$ cat src/rtl/multiclock_issue.sv
// Issue/writeback controller in front of a fixed-latency multi-cycle M-extension ALU.
// Optional feature: define MULTICLOCK_DIV0_BYPASS_EN to resolve DIV/REM-by-zero without using the ALU.
module multiclock_issue #(
   parameter int LATENCY = 6
) (
   input  logic        clk,
   input  logic        rst,
   input  logic        flush,
   input  logic        req_valid,
   input  logic [5:0]  req_alucode,
   input  logic [31:0] req_op1,
   input  logic [31:0] req_op2,
   input  logic [4:0]  req_rd,
   output logic        stall,
   output logic        alu_start,
   output logic [5:0]  alu_alucode,
   output logic [31:0] alu_op1,
   output logic [31:0] alu_op2,
   input  logic [31:0] alu_result,
   input  logic        alu_done,
   output logic        wb_valid,
   output logic [4:0]  wb_rd,
   output logic [31:0] wb_data,
   output logic        busy,
   output logic        err
);

   localparam int CW = ($clog2(LATENCY) > 3) ? $clog2(LATENCY) : 3;
   localparam logic [CW-1:0] LAST = CW'(LATENCY - 1);

   typedef enum logic [2:0] {IDLE, ISSUE, WAIT, WB, DRAIN} state_t;

   state_t        state, state_next;
   logic [CW-1:0] cnt, cnt_next;
   logic          accept;
   logic          wb_load;
   logic [31:0]   wb_load_data;
   logic          err_set;
   logic          bypass;
   logic [31:0]   bypass_data;

`ifdef MULTICLOCK_DIV0_BYPASS_EN
   localparam logic [5:0] ALU_DIV  = 6'd36;
   localparam logic [5:0] ALU_DIVU = 6'd37;
   localparam logic [5:0] ALU_REM  = 6'd38;
   localparam logic [5:0] ALU_REMU = 6'd39;

   // Division by zero has an architecturally fixed result, so the ALU is skipped.
   always_comb begin
      bypass      = 1'b0;
      bypass_data = '0;
      if (req_op2 == 32'd0) begin
         if (req_alucode == ALU_DIV || req_alucode == ALU_DIVU) begin
            bypass      = 1'b1;
            bypass_data = 32'hffff_ffff;
         end else if (req_alucode == ALU_REM || req_alucode == ALU_REMU) begin
            bypass      = 1'b1;
            bypass_data = req_op1;
         end
      end
   end
`else
   assign bypass      = 1'b0;
   assign bypass_data = '0;
`endif

   // NOTE: every variable written here gets a default first, so no path can infer a latch.
   always_comb begin
      state_next   = state;
      cnt_next     = cnt;
      accept       = 1'b0;
      wb_load      = 1'b0;
      wb_load_data = '0;
      err_set      = 1'b0;
      case (state)
         IDLE: begin
            if (req_valid && !flush) begin
               accept   = 1'b1;
               cnt_next = '0;
               if (bypass) begin
                  wb_load      = 1'b1;
                  wb_load_data = bypass_data;
                  state_next   = WB;
               end else begin
                  state_next = ISSUE;
               end
            end
         end
         ISSUE: begin
            if (flush) begin
               cnt_next   = '0;
               state_next = DRAIN;
            end else begin
               cnt_next   = cnt + 1'b1;
               state_next = WAIT;
            end
         end
         WAIT: begin
            if (flush) begin
               cnt_next   = '0;
               state_next = DRAIN;
            end else begin
               cnt_next = cnt + 1'b1;
               if (alu_done && cnt == LAST) begin
                  wb_load      = 1'b1;
                  wb_load_data = alu_result;
                  state_next   = WB;
               end else if (alu_done || cnt == LAST) begin
                  // Early or missing done means the ALU latency assumption is broken.
                  err_set      = 1'b1;
                  wb_load      = 1'b1;
                  wb_load_data = '0;
                  state_next   = WB;
               end
            end
         end
         WB: begin
            state_next = IDLE;
         end
         DRAIN: begin
            if (cnt == LAST) begin
               cnt_next   = '0;
               state_next = IDLE;
            end else begin
               cnt_next = cnt + 1'b1;
            end
         end
         default: begin
            cnt_next   = '0;
            state_next = DRAIN;
         end
      endcase
   end

   // NOTE: sequential state uses non-blocking assignments so all flops update from pre-edge values.
   always_ff @(posedge clk) begin
      if (rst) begin
         state     <= DRAIN;
         cnt       <= '0;
         alu_start <= 1'b0;
      end else begin
         state     <= state_next;
         cnt       <= cnt_next;
         alu_start <= (state_next == ISSUE);
      end
   end

   always_ff @(posedge clk) begin
      if (rst) begin
         alu_alucode <= '0;
         alu_op1     <= '0;
         alu_op2     <= '0;
         wb_rd       <= '0;
         wb_data     <= '0;
         err         <= 1'b0;
      end else begin
         if (accept) begin
            alu_alucode <= req_alucode;
            alu_op1     <= req_op1;
            alu_op2     <= req_op2;
            wb_rd       <= req_rd;
         end
         if (wb_load) begin
            wb_data <= wb_load_data;
         end
         if (err_set) begin
            err <= 1'b1;
         end
      end
   end

   assign stall    = ((state == IDLE) && req_valid) || (state == ISSUE) || (state == WAIT) ||
                     ((state == DRAIN) && req_valid);
   assign wb_valid = (state == WB) && !flush;
   assign busy     = (state != IDLE);

endmodule

$ cat config.mk
export PLATFORM = sky130hd
export DESIGN_NAME = multiclock_issue
export DESIGN_NICKNAME = d
export VERILOG_FILES = /design/src/rtl/multiclock_issue.sv
export SDC_FILE = /design/constraint.sdc
export NUM_CORES = 1
export LEC_CHECK = 0
export CELL_PAD_IN_SITES_DETAIL_PLACEMENT = 1
export CELL_PAD_IN_SITES_GLOBAL_PLACEMENT = 1
export CORE_UTILIZATION = 31
export CTS_BUF_LIST = sky130_fd_sc_hd__clkbuf_2
export DETAILED_ROUTE_END_ITERATION = 12
export PLACE_DENSITY = 0.83
export SKIP_CTS_REPAIR_TIMING = 1
export SLEW_MARGIN = 20
export SYNTH_ARGS = -nofsm -noshare
export SYNTH_HDL_FRONTEND = slang
export SYNTH_SLANG_ARGS = --single-unit
$ cat constraint.sdc
create_clock -name clk -period 2.95 [get_ports clk]
set_input_delay 0.4425 -clock clk [delete_from_list [all_inputs] [get_ports clk]]
set_output_delay 0.4425 -clock clk [all_outputs]
set_load 0.005 [all_outputs]
==> results <==
[registers in the layout, summed over array words and instances (netlist names)]
register / cells
alu_start: 1
wb_rd: 5
cnt: 3
alu_op2: 32
alu_alucode: 6
err: 1
alu_op1: 32
wb_data: 32
state: 3
[area by class of cell]
class                   instances  area (um2)
fillers                      1601        6970
multi-input cells             329        1830
diodes                          1        2.50
clock inverters                 8        61.3
clock buffers                  24         120
flip-flops and latches        115        2300
well taps                     180         225
repair buffers                231        2300
inverters                       3        11.3
[cells by family after synthesis]
kind of cell,Yosys count
DFF,115
muxes,1
buffers and inverters,42
and+or+nand+nor,202
AOI/OAI and AO/OA,122
adders and majority gates,2
xor gates and xnor gates,2
[placed cells by master (no fill, tap or decap), types with 3 or more instances in the layout]
cell             instances
buf_4                    8
clkbuf_2                24
clkdlybuf4s50_1        222
nor2_1                   7
clkinv_1                 3
clkinv_2                 4
a22oi_2                 30
dfxtp_1                115
nand2_1                153
a21oi_1                 78
inv_1                    3
nor2_2                  30
[power by group through the flow]
stage,clock (mW),combinational [mW],sequential [mW]
after floorplan,0,0.0770,1.62
after global placement,0,0.268,1.62
after detailed placement,0,0.276,1.62
after CTS,0.915,0.279,1.59
after global routing,0.994,0.296,1.59
final,0.865,0.275,1.59
[critical path, stage by stage (launching register included)]
cell and delay (ns):
dfxtp_1 0.63, mux2i_1 0.15, o21a_1 0.21, clkdlybuf4s50_1 0.47
[per-layer routing]
| metal | share of wire, % | track usage [%] | up-vias |
|---|---|---|---|
| li1 | - | - | 2036 |
| met1 | 39 | 20.5 | 1983 |
| met2 | 51 | 33.5 | 160 |
| met3 | 8.7 | 7.71 | 15 |
| met4 | 1.5 | 6.02 | 0 |
| met5 | 0 | 0 | - |
[worst min path at each step]
stage / startpoint / to / cells after the start
6_report: req_op1[22] / alu_op1[22] / 3
5_1_grt: req_op1[10] / alu_op1[10] / 3
4_1_cts: req_op1[22] / alu_op1[22] / 3
3_5_place_dp: alu_op1[28] / alu_op1[28] / 2
3_3_place_gp: alu_op2[25] / alu_op2[25] / 2
2_1_floorplan: alu_alucode[0] / alu_alucode[0] / 2
==> PnR_summary.wiki <==
{| class="wikitable"
! Metric !! Value
|-
| Outcome || completed
|-
| Final period util || 85.4%
|-
| Ys Warns || 0
|-
| Placed inst area || 0.00667 mm2
|-
| CP Launch Type || register
|-
| Number of ports placed on the die boundary || 224
|-
| Number of remaining DRC errors || 0
|-
| Combined global-route utilization of all metal layers || 19.0%
|-
| Adder-Cell Fraction of Synth Area || 0.570%
|-
| Count of final setup violators || 0
|-
| Int Pwr || 2.06 mW
|-
| Vias in the first global route || 4453
|-
| Path category of the worst min-delay check || in -> reg
|-
| Post-route non-filler standard cell count || 891
|-
| Biggest area consumer among synthesized cells || dfxtp_1
|-
| Layout overhead on the synthesized area || 56.1%
|-
| Switching Fraction || 24.4%
|-
| Max-slew violation total from the final report || 0
|-
| Proportion of power drawn by the clock network || 31.7%
|-
| Post-detailed-route wirelength per cell || 15.3 um
|-
| Arrival time at the worst endpoint || 2.08 ns
|-
| Insertion delay to the later sink of the worst-skew pair || 0.61 ns
|-
| Power per cell area || 398 mW/mm2
|-
| Depth of the worst register-to-register path || 5
|-
| Final Cell Area || 0.00686 mm2
|-
| Fraction of the mapped netlist area in simple logic gates || 20.1%
|-
| Main synth FF type || dfxtp_1
|-
| Lkg Pwr || 2.27 nW
|-
| Cell Count Post-Placement || 858
|-
| Max-slew headroom || 37.1%
|-
| Core Util, Final || 49.6%
|-
| Routability congestion estimate from global placement || 0.754
|-
| Share of final-layout standard cells stronger than drive strength 1 || 14.9%
|-
| Global-route wire length before repair || 21700 um
|-
| Setup slack of the critical path after layout || 0.431 ns
|-
| Worst Path Required || 2.51 ns
|-
| Routed vias/inst || 4.71
|-
| First-iteration detailed-routing DRC count || 167
|-
| CTS tree || built
|-
| Class of the most critical setup path || reg -> out
|-
| Capturing point of the worst reg2reg path || wb_data[0]
|-
| Xor/xnor share of the synthesized area || 0.399%
|-
| Reported net switching power || 0.665 mW
|-
| Antenna violation net count after detailed routing || 0
|-
| Flip-flop and latch count after synthesis || 115
|-
| Port Buf Inserts || 223
|-
| Per-instance average area after synthesis || 9.04 um2
|-
| Number of nets in the final layout || 811
|-
| Number of failing hold endpoints at the final stage || 0
|-
| Synth area leaders || dfxtp_1 52%, nand2_1 13%, a21oi_1 8.9%
|-
| Crit Path Max Fanout || 12
|-
| Number of flops mapped to enable cells by yosys || 0
|-
| Setup_tns || 0 ns
|-
| Width of the die || 121 um
|-
| Final worst path period need || 2.52 ns
|-
| Clock buffer depth || 2
|-
| Nature of the critical path endpoint || primary output
|-
| DP Worst Slack || 0.642 ns
|-
| Largest net degree at the start of global routing || 75
|-
| Fraction of the yosys area taken by sequential cells || 52.4%
|-
| Launch point of the critical path || state[2]
|-
| Top cell types by occurrence after synthesis || 153 x nand2_1, 115 x dfxtp_1, 78 x a21oi_1
|-
| Effective utilization at floorplan || 31.8%
|-
| Combinational Power Share || 10.1%
|-
| Share of synthesized area spent on multiplexers || 0.228%
|-
| TritonCTS Buffers || 17
|-
| Synth top area share || 52.4%
|-
| Initial antenna violation count || 1
|-
| H-tree depth reported by CTS || 4
|-
| Clock sink count || 115
|-
| Power, Total || 2.73 mW
|-
| Clock skew after layout || 0.0210 ns
|-
| Global-route congestion overflow total || 0
|-
| Initial DRT Pass Iterations || 4
|-
| Cells after synthesis || 486
|-
| Fmax || 397 MHz
|-
| RSZ-0062 raised after global routing || false
|-
| End of the critical path || stall
|-
| Die Span Y || 121 um
|-
| Core Region || 0.0138 mm2
|-
| Clock transition at the registers of the reported paths || 0.17 ns
|-
| Reg2reg start || state[2]
|-
| Max-capacitance violation count || 0
|-
| Clock root buffer master || clkbuf_2
|-
| Overall die area || 0.0147 mm2
|-
| Peak VDD IR || 0.222 mV
|-
| Sequential Power Share || 58.2%
|-
| Measured slew at the worst slew-check pin || 0.943 ns
|-
| Largest family of logic cells by synthesized area || simple AND/OR/NAND/NOR gates
|-
| Library cell with the highest instance count after synthesis || nand2_1
|-
| Post-synthesis compound-gate area fraction || 20.0%
|-
| Synth cell types || 37
|-
| Post-route worst hold slack || 0.337 ns
|-
| Std-Cell Rows || 43
|-
| Wire length reported by the detailed router || 13700 um
|-
| Via count || 4194
|-
| Share of synthesized flip-flops with an asynchronous set or reset || 0%
|-
| HPWL reported at the end of detailed placement || 10200 um
|-
| Minimum setup slack among reg-to-reg paths || 1.11 ns
|-
| Cell Area, Synth || 0.00439 mm2
|-
| Syn nets || 600
|}
Power figures use the tool's default switching activity.
